$ cat config.mk
export PLATFORM = sky130hd
export DESIGN_NAME = pipe_ctrl_unit
export DESIGN_NICKNAME = d
export VERILOG_FILES = /design/src/rtl/riscv_ctrl_pkg.sv /design/src/rtl/ctrl_decode.sv /design/src/rtl/pipe_ctrl_unit.sv
export SDC_FILE = /design/constraint.sdc
export NUM_CORES = 1
export LEC_CHECK = 0
export CORE_ASPECT_RATIO = 1.25
export CORE_MARGIN = 2
export CORE_UTILIZATION = 25
export DETAILED_ROUTE_END_ITERATION = 10
export SKIP_CTS_REPAIR_TIMING = 1
export SLEW_MARGIN = 20
export SYNTH_ARGS = -nofsm -noshare
export SYNTH_HDL_FRONTEND = slang
export SYNTH_HIERARCHICAL = 1
export SYNTH_SLANG_ARGS = --single-unit
$ cat constraint.sdc
create_clock -name clk -period 2.55 [get_ports clk]
set_input_delay 0.6375 -clock clk [delete_from_list [all_inputs] [get_ports clk]]
set_output_delay 0.6375 -clock clk [all_outputs]
set_load 0.03 [all_outputs]
$ cat src/rtl/riscv_ctrl_pkg.sv
// Shared control-path types for the pipelined RV32I main control unit:
// opcode constants, immediate/result/ALU selector encodings and stage bundles.
package riscv_ctrl_pkg;

   localparam logic [6:0] OP_LW    = 7'b0000011;
   localparam logic [6:0] OP_SW    = 7'b0100011;
   localparam logic [6:0] OP_R     = 7'b0110011;
   localparam logic [6:0] OP_BEQ   = 7'b1100011;
   localparam logic [6:0] OP_IALU  = 7'b0010011;
   localparam logic [6:0] OP_JAL   = 7'b1101111;
   localparam logic [6:0] OP_JALR  = 7'b1100111;
   localparam logic [6:0] OP_LUI   = 7'b0110111;
   localparam logic [6:0] OP_AUIPC = 7'b0010111;

   typedef enum logic [2:0] {
      IMM_I = 3'b000,
      IMM_S = 3'b001,
      IMM_B = 3'b010,
      IMM_J = 3'b011,
      IMM_U = 3'b100
   } imm_src_t;

   typedef enum logic [1:0] {
      RES_ALU = 2'b00,
      RES_MEM = 2'b01,
      RES_PC4 = 2'b10,
      RES_IMM = 2'b11
   } result_src_t;

   typedef enum logic [1:0] {
      ALU_ADD   = 2'b00,
      ALU_SUB   = 2'b01,
      ALU_FUNCT = 2'b10
   } alu_op_t;

   // Full Execute-stage bundle; later stages keep only what they still consume.
   typedef struct packed {
      logic        reg_write;
      result_src_t result_src;
      logic        mem_write;
      logic        branch;
      logic        jump;
      logic        jalr;
      logic        alu_src;
      logic        alu_src_a;
      alu_op_t     alu_op;
   } ctrl_t;

   typedef struct packed {
      logic        reg_write;
      result_src_t result_src;
      logic        mem_write;
   } ctrl_m_t;

   typedef struct packed {
      logic        reg_write;
      result_src_t result_src;
   } ctrl_w_t;

   localparam ctrl_t   CTRL_NOP   = '{1'b0, RES_ALU, 1'b0, 1'b0, 1'b0, 1'b0, 1'b0, 1'b0, ALU_ADD};
   localparam ctrl_m_t CTRL_M_NOP = '{1'b0, RES_ALU, 1'b0};
   localparam ctrl_w_t CTRL_W_NOP = '{1'b0, RES_ALU};

   function automatic ctrl_m_t to_m(input ctrl_t c);
      return '{c.reg_write, c.result_src, c.mem_write};
   endfunction

   function automatic ctrl_w_t to_w(input ctrl_m_t c);
      return '{c.reg_write, c.result_src};
   endfunction

endpackage

$ cat src/rtl/ctrl_decode.sv
// Combinational opcode decoder: opcode + valid -> Execute control bundle,
// immediate format and illegal flag. Bubbles and illegal opcodes yield an all-zero bundle.
module ctrl_decode
   import riscv_ctrl_pkg::*;
#(
   parameter int ENABLE_EXT = 1
)(
   input  logic [6:0] i_op,
   input  logic       i_valid,
   output ctrl_t      o_ctrl,
   output imm_src_t   o_imm_src,
   output logic       o_illegal
);

   localparam logic P_EXT = (ENABLE_EXT != 0);

   ctrl_t    w_ctrl;
   imm_src_t w_imm_src;
   logic     w_legal;

   // Raw opcode decode, independent of the valid qualifier.
   always_comb begin
      w_ctrl    = CTRL_NOP;
      w_imm_src = IMM_I;
      w_legal   = 1'b1;
      case (i_op)
         OP_LW: begin
            w_ctrl.reg_write  = 1'b1;
            w_ctrl.alu_src    = 1'b1;
            w_ctrl.result_src = RES_MEM;
         end
         OP_SW: begin
            w_imm_src        = IMM_S;
            w_ctrl.alu_src   = 1'b1;
            w_ctrl.mem_write = 1'b1;
         end
         OP_R: begin
            w_ctrl.reg_write = 1'b1;
            w_ctrl.alu_op    = ALU_FUNCT;
         end
         OP_BEQ: begin
            w_imm_src     = IMM_B;
            w_ctrl.branch = 1'b1;
            w_ctrl.alu_op = ALU_SUB;
         end
         OP_IALU: begin
            w_ctrl.reg_write = 1'b1;
            w_ctrl.alu_src   = 1'b1;
            w_ctrl.alu_op    = ALU_FUNCT;
         end
         OP_JAL: begin
            w_imm_src         = IMM_J;
            w_ctrl.reg_write  = 1'b1;
            w_ctrl.result_src = RES_PC4;
            w_ctrl.jump       = 1'b1;
         end
         OP_JALR: begin
            if (P_EXT) begin
               w_ctrl.reg_write  = 1'b1;
               w_ctrl.alu_src    = 1'b1;
               w_ctrl.result_src = RES_PC4;
               w_ctrl.jump       = 1'b1;
               w_ctrl.jalr       = 1'b1;
            end else begin
               w_legal = 1'b0;
            end
         end
         OP_LUI: begin
            if (P_EXT) begin
               w_imm_src         = IMM_U;
               w_ctrl.reg_write  = 1'b1;
               w_ctrl.result_src = RES_IMM;
            end else begin
               w_legal = 1'b0;
            end
         end
         OP_AUIPC: begin
            if (P_EXT) begin
               w_imm_src        = IMM_U;
               w_ctrl.reg_write = 1'b1;
               w_ctrl.alu_src   = 1'b1;
               w_ctrl.alu_src_a = 1'b1;
            end else begin
               w_legal = 1'b0;
            end
         end
         default: begin
            w_legal = 1'b0;
         end
      endcase
   end

   // Qualify with valid: anything that is not a legal live instruction becomes a NOP.
   always_comb begin
      o_ctrl    = CTRL_NOP;
      o_imm_src = IMM_I;
      o_illegal = 1'b0;
      if (i_valid && w_legal) begin
         o_ctrl    = w_ctrl;
         o_imm_src = w_imm_src;
      end else begin
         o_illegal = i_valid;
      end
   end

endmodule

$ cat src/rtl/pipe_ctrl_unit.sv
// Pipelined main control unit: decodes in D and carries controls through E, M and W
// registers, with E flush, a sticky illegal-at-W flag and a retired-instruction counter.
module pipe_ctrl_unit
   import riscv_ctrl_pkg::*;
#(
   parameter int ENABLE_EXT = 1,
   parameter int CNT_W      = 32
)(
   input  logic             clk,
   input  logic             reset,
   input  logic [6:0]       op_d,
   input  logic             valid_d,
   input  logic             flush_e,
   output logic [2:0]       imm_src_d,
   output logic             illegal_d,
   output logic             reg_write_e,
   output logic [1:0]       result_src_e,
   output logic             mem_write_e,
   output logic             branch_e,
   output logic             jump_e,
   output logic             jalr_e,
   output logic             alu_src_e,
   output logic             alu_src_a_e,
   output logic [1:0]       alu_op_e,
   output logic             reg_write_m,
   output logic [1:0]       result_src_m,
   output logic             mem_write_m,
   output logic             reg_write_w,
   output logic [1:0]       result_src_w,
   output logic             illegal_seen,
   output logic [CNT_W-1:0] instret
);

   ctrl_t    w_ctrl_d;
   imm_src_t w_imm_src_d;
   logic     w_illegal_d;

   ctrl_t      r_ctrl_e;
   logic       r_valid_e;
   logic       r_illegal_e;
   ctrl_m_t    r_ctrl_m;
   logic       r_valid_m;
   logic       r_illegal_m;
   ctrl_w_t    r_ctrl_w;
   logic       r_valid_w;
   logic       r_illegal_w;
   logic       r_illegal_seen;
   logic [CNT_W-1:0] r_instret;

   ctrl_decode #(
      .ENABLE_EXT (ENABLE_EXT)
   ) u_decode (
      .i_op      (op_d),
      .i_valid   (valid_d),
      .o_ctrl    (w_ctrl_d),
      .o_imm_src (w_imm_src_d),
      .o_illegal (w_illegal_d)
   );

   // D->E register; a flush injects a bubble but does not stall later stages.
   always_ff @(posedge clk or posedge reset) begin
      if (reset) begin
         r_ctrl_e    <= CTRL_NOP;
         r_valid_e   <= 1'b0;
         r_illegal_e <= 1'b0;
      end else if (flush_e) begin
         r_ctrl_e    <= CTRL_NOP;
         r_valid_e   <= 1'b0;
         r_illegal_e <= 1'b0;
      end else begin
         r_ctrl_e    <= w_ctrl_d;
         r_valid_e   <= valid_d;
         r_illegal_e <= w_illegal_d;
      end
   end

   // E->M register.
   always_ff @(posedge clk or posedge reset) begin
      if (reset) begin
         r_ctrl_m    <= CTRL_M_NOP;
         r_valid_m   <= 1'b0;
         r_illegal_m <= 1'b0;
      end else begin
         r_ctrl_m    <= to_m(r_ctrl_e);
         r_valid_m   <= r_valid_e;
         r_illegal_m <= r_illegal_e;
      end
   end

   // M->W register.
   always_ff @(posedge clk or posedge reset) begin
      if (reset) begin
         r_ctrl_w    <= CTRL_W_NOP;
         r_valid_w   <= 1'b0;
         r_illegal_w <= 1'b0;
      end else begin
         r_ctrl_w    <= to_w(r_ctrl_m);
         r_valid_w   <= r_valid_m;
         r_illegal_w <= r_illegal_m;
      end
   end

   // Retirement bookkeeping: only legal live instructions count; counter wraps freely.
   always_ff @(posedge clk or posedge reset) begin
      if (reset) begin
         r_instret      <= '0;
         r_illegal_seen <= 1'b0;
      end else begin
         if (r_valid_w && !r_illegal_w) begin
            r_instret <= r_instret + CNT_W'(1'b1);
         end else begin
            r_instret <= r_instret;
         end
         if (r_illegal_w) begin
            r_illegal_seen <= 1'b1;
         end else begin
            r_illegal_seen <= r_illegal_seen;
         end
      end
   end

   assign imm_src_d    = w_imm_src_d;
   assign illegal_d    = w_illegal_d;

   assign reg_write_e  = r_ctrl_e.reg_write;
   assign result_src_e = r_ctrl_e.result_src;
   assign mem_write_e  = r_ctrl_e.mem_write;
   assign branch_e     = r_ctrl_e.branch;
   assign jump_e       = r_ctrl_e.jump;
   assign jalr_e       = r_ctrl_e.jalr;
   assign alu_src_e    = r_ctrl_e.alu_src;
   assign alu_src_a_e  = r_ctrl_e.alu_src_a;
   assign alu_op_e     = r_ctrl_e.alu_op;

   assign reg_write_m  = r_ctrl_m.reg_write;
   assign result_src_m = r_ctrl_m.result_src;
   assign mem_write_m  = r_ctrl_m.mem_write;

   assign reg_write_w  = r_ctrl_w.reg_write;
   assign result_src_w = r_ctrl_w.result_src;

   assign illegal_seen = r_illegal_seen;
   assign instret      = r_instret;

endmodule

==> Flow_metrics.wiki <==
{| class="wikitable"
! Metric !! Value
|-
| Run status || finished clean
|-
| Adder and majority cell fraction of the synthesized area || less than 1%
|-
| Worst Path Required || 1910 ps
|-
| Internal power contribution || 1.95 mW
|-
| Number of buffers created by CTS || 9
|-
| Boundary Pins || 66
|-
| Min Tclk post-route || 2480 ps
|-
| Flip-flop and latch count after synthesis || 57
|-
| Std cell rows || 42
|-
| EDFF count, synth || 0
|-
| DR iter-0 viols || 63
|-
| Post-synthesis sequential area ratio || 53.9%
|-
| Final number of max-transition violations || 0
|-
| Mapped Nets || 242
|-
| Post-DRT Antenna Nets || 0
|-
| Maximum number of pins on one net before global-route repair || 58
|-
| Most common library cells after synthesis || 57 x sky130_fd_sc_hd__dfrtp_1, 16 x sky130_fd_sc_hd__nand2_1, 16 x sky130_fd_sc_hd__xnor2_1, 16 x sky130_fd_sc_hd__xor2_1
|-
| Share of post-route cells with drive strength above 1 || a little over a fifth
|-
| GR Util All Layers || 12.0%
|-
| Wire length per cell after detailed routing || between 10 and 15 um
|-
| Root Driver || sky130_fd_sc_hd__clkbuf_16
|-
| Fmax || between 400 and 500 MHz
|-
| Main combinational cell family by area after synthesis || simple AND/OR/NAND/NOR gates
|-
| Final number of setup-violating endpoints || 0
|-
| Effective utilization at floorplan || 25.3%
|-
| Number of distinct library cells after synthesis || 45
|-
| Pre-CTS setup slack || -161 ps
|-
| Simple logic cell fraction of the synthesized area || 28.4%
|-
| Number of placed instances, taps included || about 440
|-
| Unrepaired setup endpoints after global routing || false
|-
| Arrival time reported for the critical path endpoint || between 1500 and 2000 ps
|-
| Synth Flop Type || sky130_fd_sc_hd__dfrtp_1
|-
| Clk Latency, worst-skew pair || roughly 320 ps
|-
| Actual slew at the worst max-slew pin || between 500 and 600 ps
|-
| Die outline width || 96.0 um
|-
| Buffering stage count on the worst path with inverters included || 2
|-
| FF/Latch Area || 1430 um^2
|-
| Wirelength, routed || 6140 um
|-
| Post-synthesis cell type with the largest combined area || sky130_fd_sc_hd__dfrtp_1
|-
| Post-placement cell area || ~3500 um^2
|-
| Initial antenna violation count || 0
|-
| Final non-filler cell total || 452
|-
| Highest-delay cell along the critical path || sky130_fd_sc_hd__clkdlybuf4s50_1
|-
| Placeable core region || 10500 um^2
|-
| Clock share of power || 48.1%
|-
| Count of inserted antenna diode cells || 0
|-
| Switching portion of total power || between 20% and 30%
|-
| Slew headroom || a little over three fifths
|-
| Hold_ws || 343 ps
|-
| Area enclosed by the die boundary || 11400 um^2
|-
| Portion of synthesized cell area occupied by the leading cell type || a little over half
|-
| Kind of cell with the highest combined delay on the critical path || buffers and inverters
|-
| CTS HTree Levels || 3
|-
| Worst Setup Start Kind || input port
|-
| First-pass detailed-route iteration total || 4
|-
| Via count of the first global-routing pass || 2074
|-
| PwrDens || about 670 nW/um^2
|-
| Die Y || roughly 120 um
|-
| Number of cells produced by synthesis || 230
|-
| Placer Congestion || between 0.8 and 0.9
|-
| Slowest cell delay on critical path || 570 ps
|-
| Max VDD drop || 0.316 mV
|-
| Lkg Pwr || roughly 1.7 nW
|-
| Sink Count || 57
|-
| Most frequent cell after synthesis || sky130_fd_sc_hd__dfrtp_1
|-
| Number of fill cells in the layout || 1036
|-
| Warnings, synthesis || 6
|-
| Half-perimeter wire length of the detailed placement result || around 4400 um
|-
| Synthesized-area fraction occupied by ao, oa, aoi and oai cells || around 2.2%
|-
| Ordered cell list for the critical path || clkdlybuf4s50_1 -> nand4_4 -> nor4b_2 -> buf_4
|-
| XOR/XNOR share of the synthesized area || 10.6%
|-
| Worst setup slack after layout || 74.2 ps
|-
| Mean instance size in the synthesized netlist || 11.5 um^2
|-
| Async set or reset register ratio after synthesis || 100%
|-
| Relative contribution of combinational cells to total power || 13.2%
|-
| Clock tree skew after final layout || 6.07 ps
|-
| HP Class || flip-flop to flip-flop
|-
| Remaining DRCs || 0
|-
| Post-synthesis cell area || 2650 um^2
|-
| Net count of the finished layout || 327
|-
| Maximum fanout encountered on the critical timing path || 4
|-
| Wire length of the first global-routing pass || slightly above 10000 um
|-
| Sequential share of power || 38.7%
|-
| Area of combinational cells with multiple inputs || 1140 um^2
|-
| Max-cap violations || 0
|-
| Number of buffers on the longest clock path || 2
|-
| CTS tree || yes
|-
| Crit share post-route || between 90 and 100%
|-
| Non-Filler Cell Area, Final || around 3900 um^2
|-
| Final Hold Viols || 0
|-
| Clock-pin slew on the worst setup and hold paths || 50 ps
|-
| Via count || 1994
|-
| Layout-stage area growth over the synthesis result || 46.7%
|-
| Total congestion overflow || 0
|-
| Sw power || 653 uW
|-
| PortBufs || between 60 and 70
|-
| Critical path class || input port to output pin
|-
| Setup crit end kind || output pin
|-
| Average vias per placed instance || 4.41
|-
| Cell types with the largest area share after synthesis || sky130_fd_sc_hd__dfrtp_1 54%, sky130_fd_sc_hd__xnor2_1 5.3%, sky130_fd_sc_hd__xor2_1 5.3%, sky130_fd_sc_hd__nor2b_1 3.3%, sky130_fd_sc_hd__nor4_2 2.8%
|-
| Multiplexer fraction of the synthesized cell area || 0.426%
|}
[through the flow]
step	power (mW)	util, %	TNS (ps)
global route	2.74	37.1	0
finish	2.61	37.1	0
global placement	1.36	33.7	-287
floorplan	1.21	-	0
detailed placement	1.37	33.7	-341
CTS	2.65	36.7	-389
[cell usage in the layout (no fill, tap or decap), types with 6 or more instances in the layout]
cell                              instances
sky130_fd_sc_hd__nand4_1                 11
sky130_fd_sc_hd__clkdlybuf4s50_1         54
sky130_fd_sc_hd__dfrtp_1                 57
sky130_fd_sc_hd__nor2b_1                 14
sky130_fd_sc_hd__xor2_1                  16
sky130_fd_sc_hd__nor3_1                  10
sky130_fd_sc_hd__dlymetal6s2s_1           7
sky130_fd_sc_hd__xnor2_1                 16
sky130_fd_sc_hd__nor4_2                   6
sky130_fd_sc_hd__clkbuf_16                9
sky130_fd_sc_hd__nor2_1                  14
sky130_fd_sc_hd__buf_4                   22
sky130_fd_sc_hd__nand3_1                  8
sky130_fd_sc_hd__nand2_1                 16
[flip-flops by register name (all words and copies together) (netlist names), 2 cells and up]
name	flops
result_src_w	2
result_src_e	2
result_src_m	2
alu_op_e	2
instret	32
[worst reg2reg max path, stage by stage, from the launching register on]
cell,delay (ps)
sky130_fd_sc_hd__dfrtp_1,430
sky130_fd_sc_hd__ha_1,180
sky130_fd_sc_hd__nand3b_1,130
sky130_fd_sc_hd__or4_4,620
sky130_fd_sc_hd__nor4_2,350
sky130_fd_sc_hd__xor2_1,180
[per-layer routing]
layer  wire length, um  track usage [%]  vias up  part of all wire (%)
li1                  -                -      959                     -
met1              2510             13.9      965                    41
met2              3120             19.1       62                    51
met3               440             5.00        8                   7.2
met4                78             5.27        0                   1.3
met5                 0                0        -                     0
[final cells by class]
cell class / count / area share [%]
flip-flops and latches: 57 / 36.7
well taps: 132 / 4.25
clock inverters: 6 / 2.13
clock buffers: 10 / 5.90
multi-input cells: 157 / 29.5
inverters: 6 / 0.580
repair buffers: 84 / 20.9
[cells by family after synthesis]
logic type                 count (synthesis)
AOI/OAI and AO/OA                          7
xor gates and xnor gates                  32
adders and majority gates                  1
buffers and inverters                     16
DFF                                       57
muxes                                      1
and+or+nand+nor                          116
[final timing paths]
path,from,endpoint,depth (start not counted),slack (ps)
min in group asynchronous,reset,reg_write_w,3,680
min reg2reg,r_illegal_e,r_illegal_m,0,340
max reg2reg,instret[0],instret[30],5,600
max in group asynchronous,reset,instret[17],3,1600
min,r_illegal_e,r_illegal_m,0,340
max,valid_d,imm_src_d[0],4,70
[power groups by stage]
stage | logic (mW) | clock network (mW) | registers, mW
after floorplan | 0.121 | 0 | 1.09
after global placement | 0.339 | 0 | 1.02
after detailed placement | 0.344 | 0 | 1.02
after CTS | 0.345 | 1.29 | 1.01
after global routing | 0.368 | 1.36 | 1.02
final | 0.343 | 1.25 | 1.01
(Power assumes the default switching activity.)
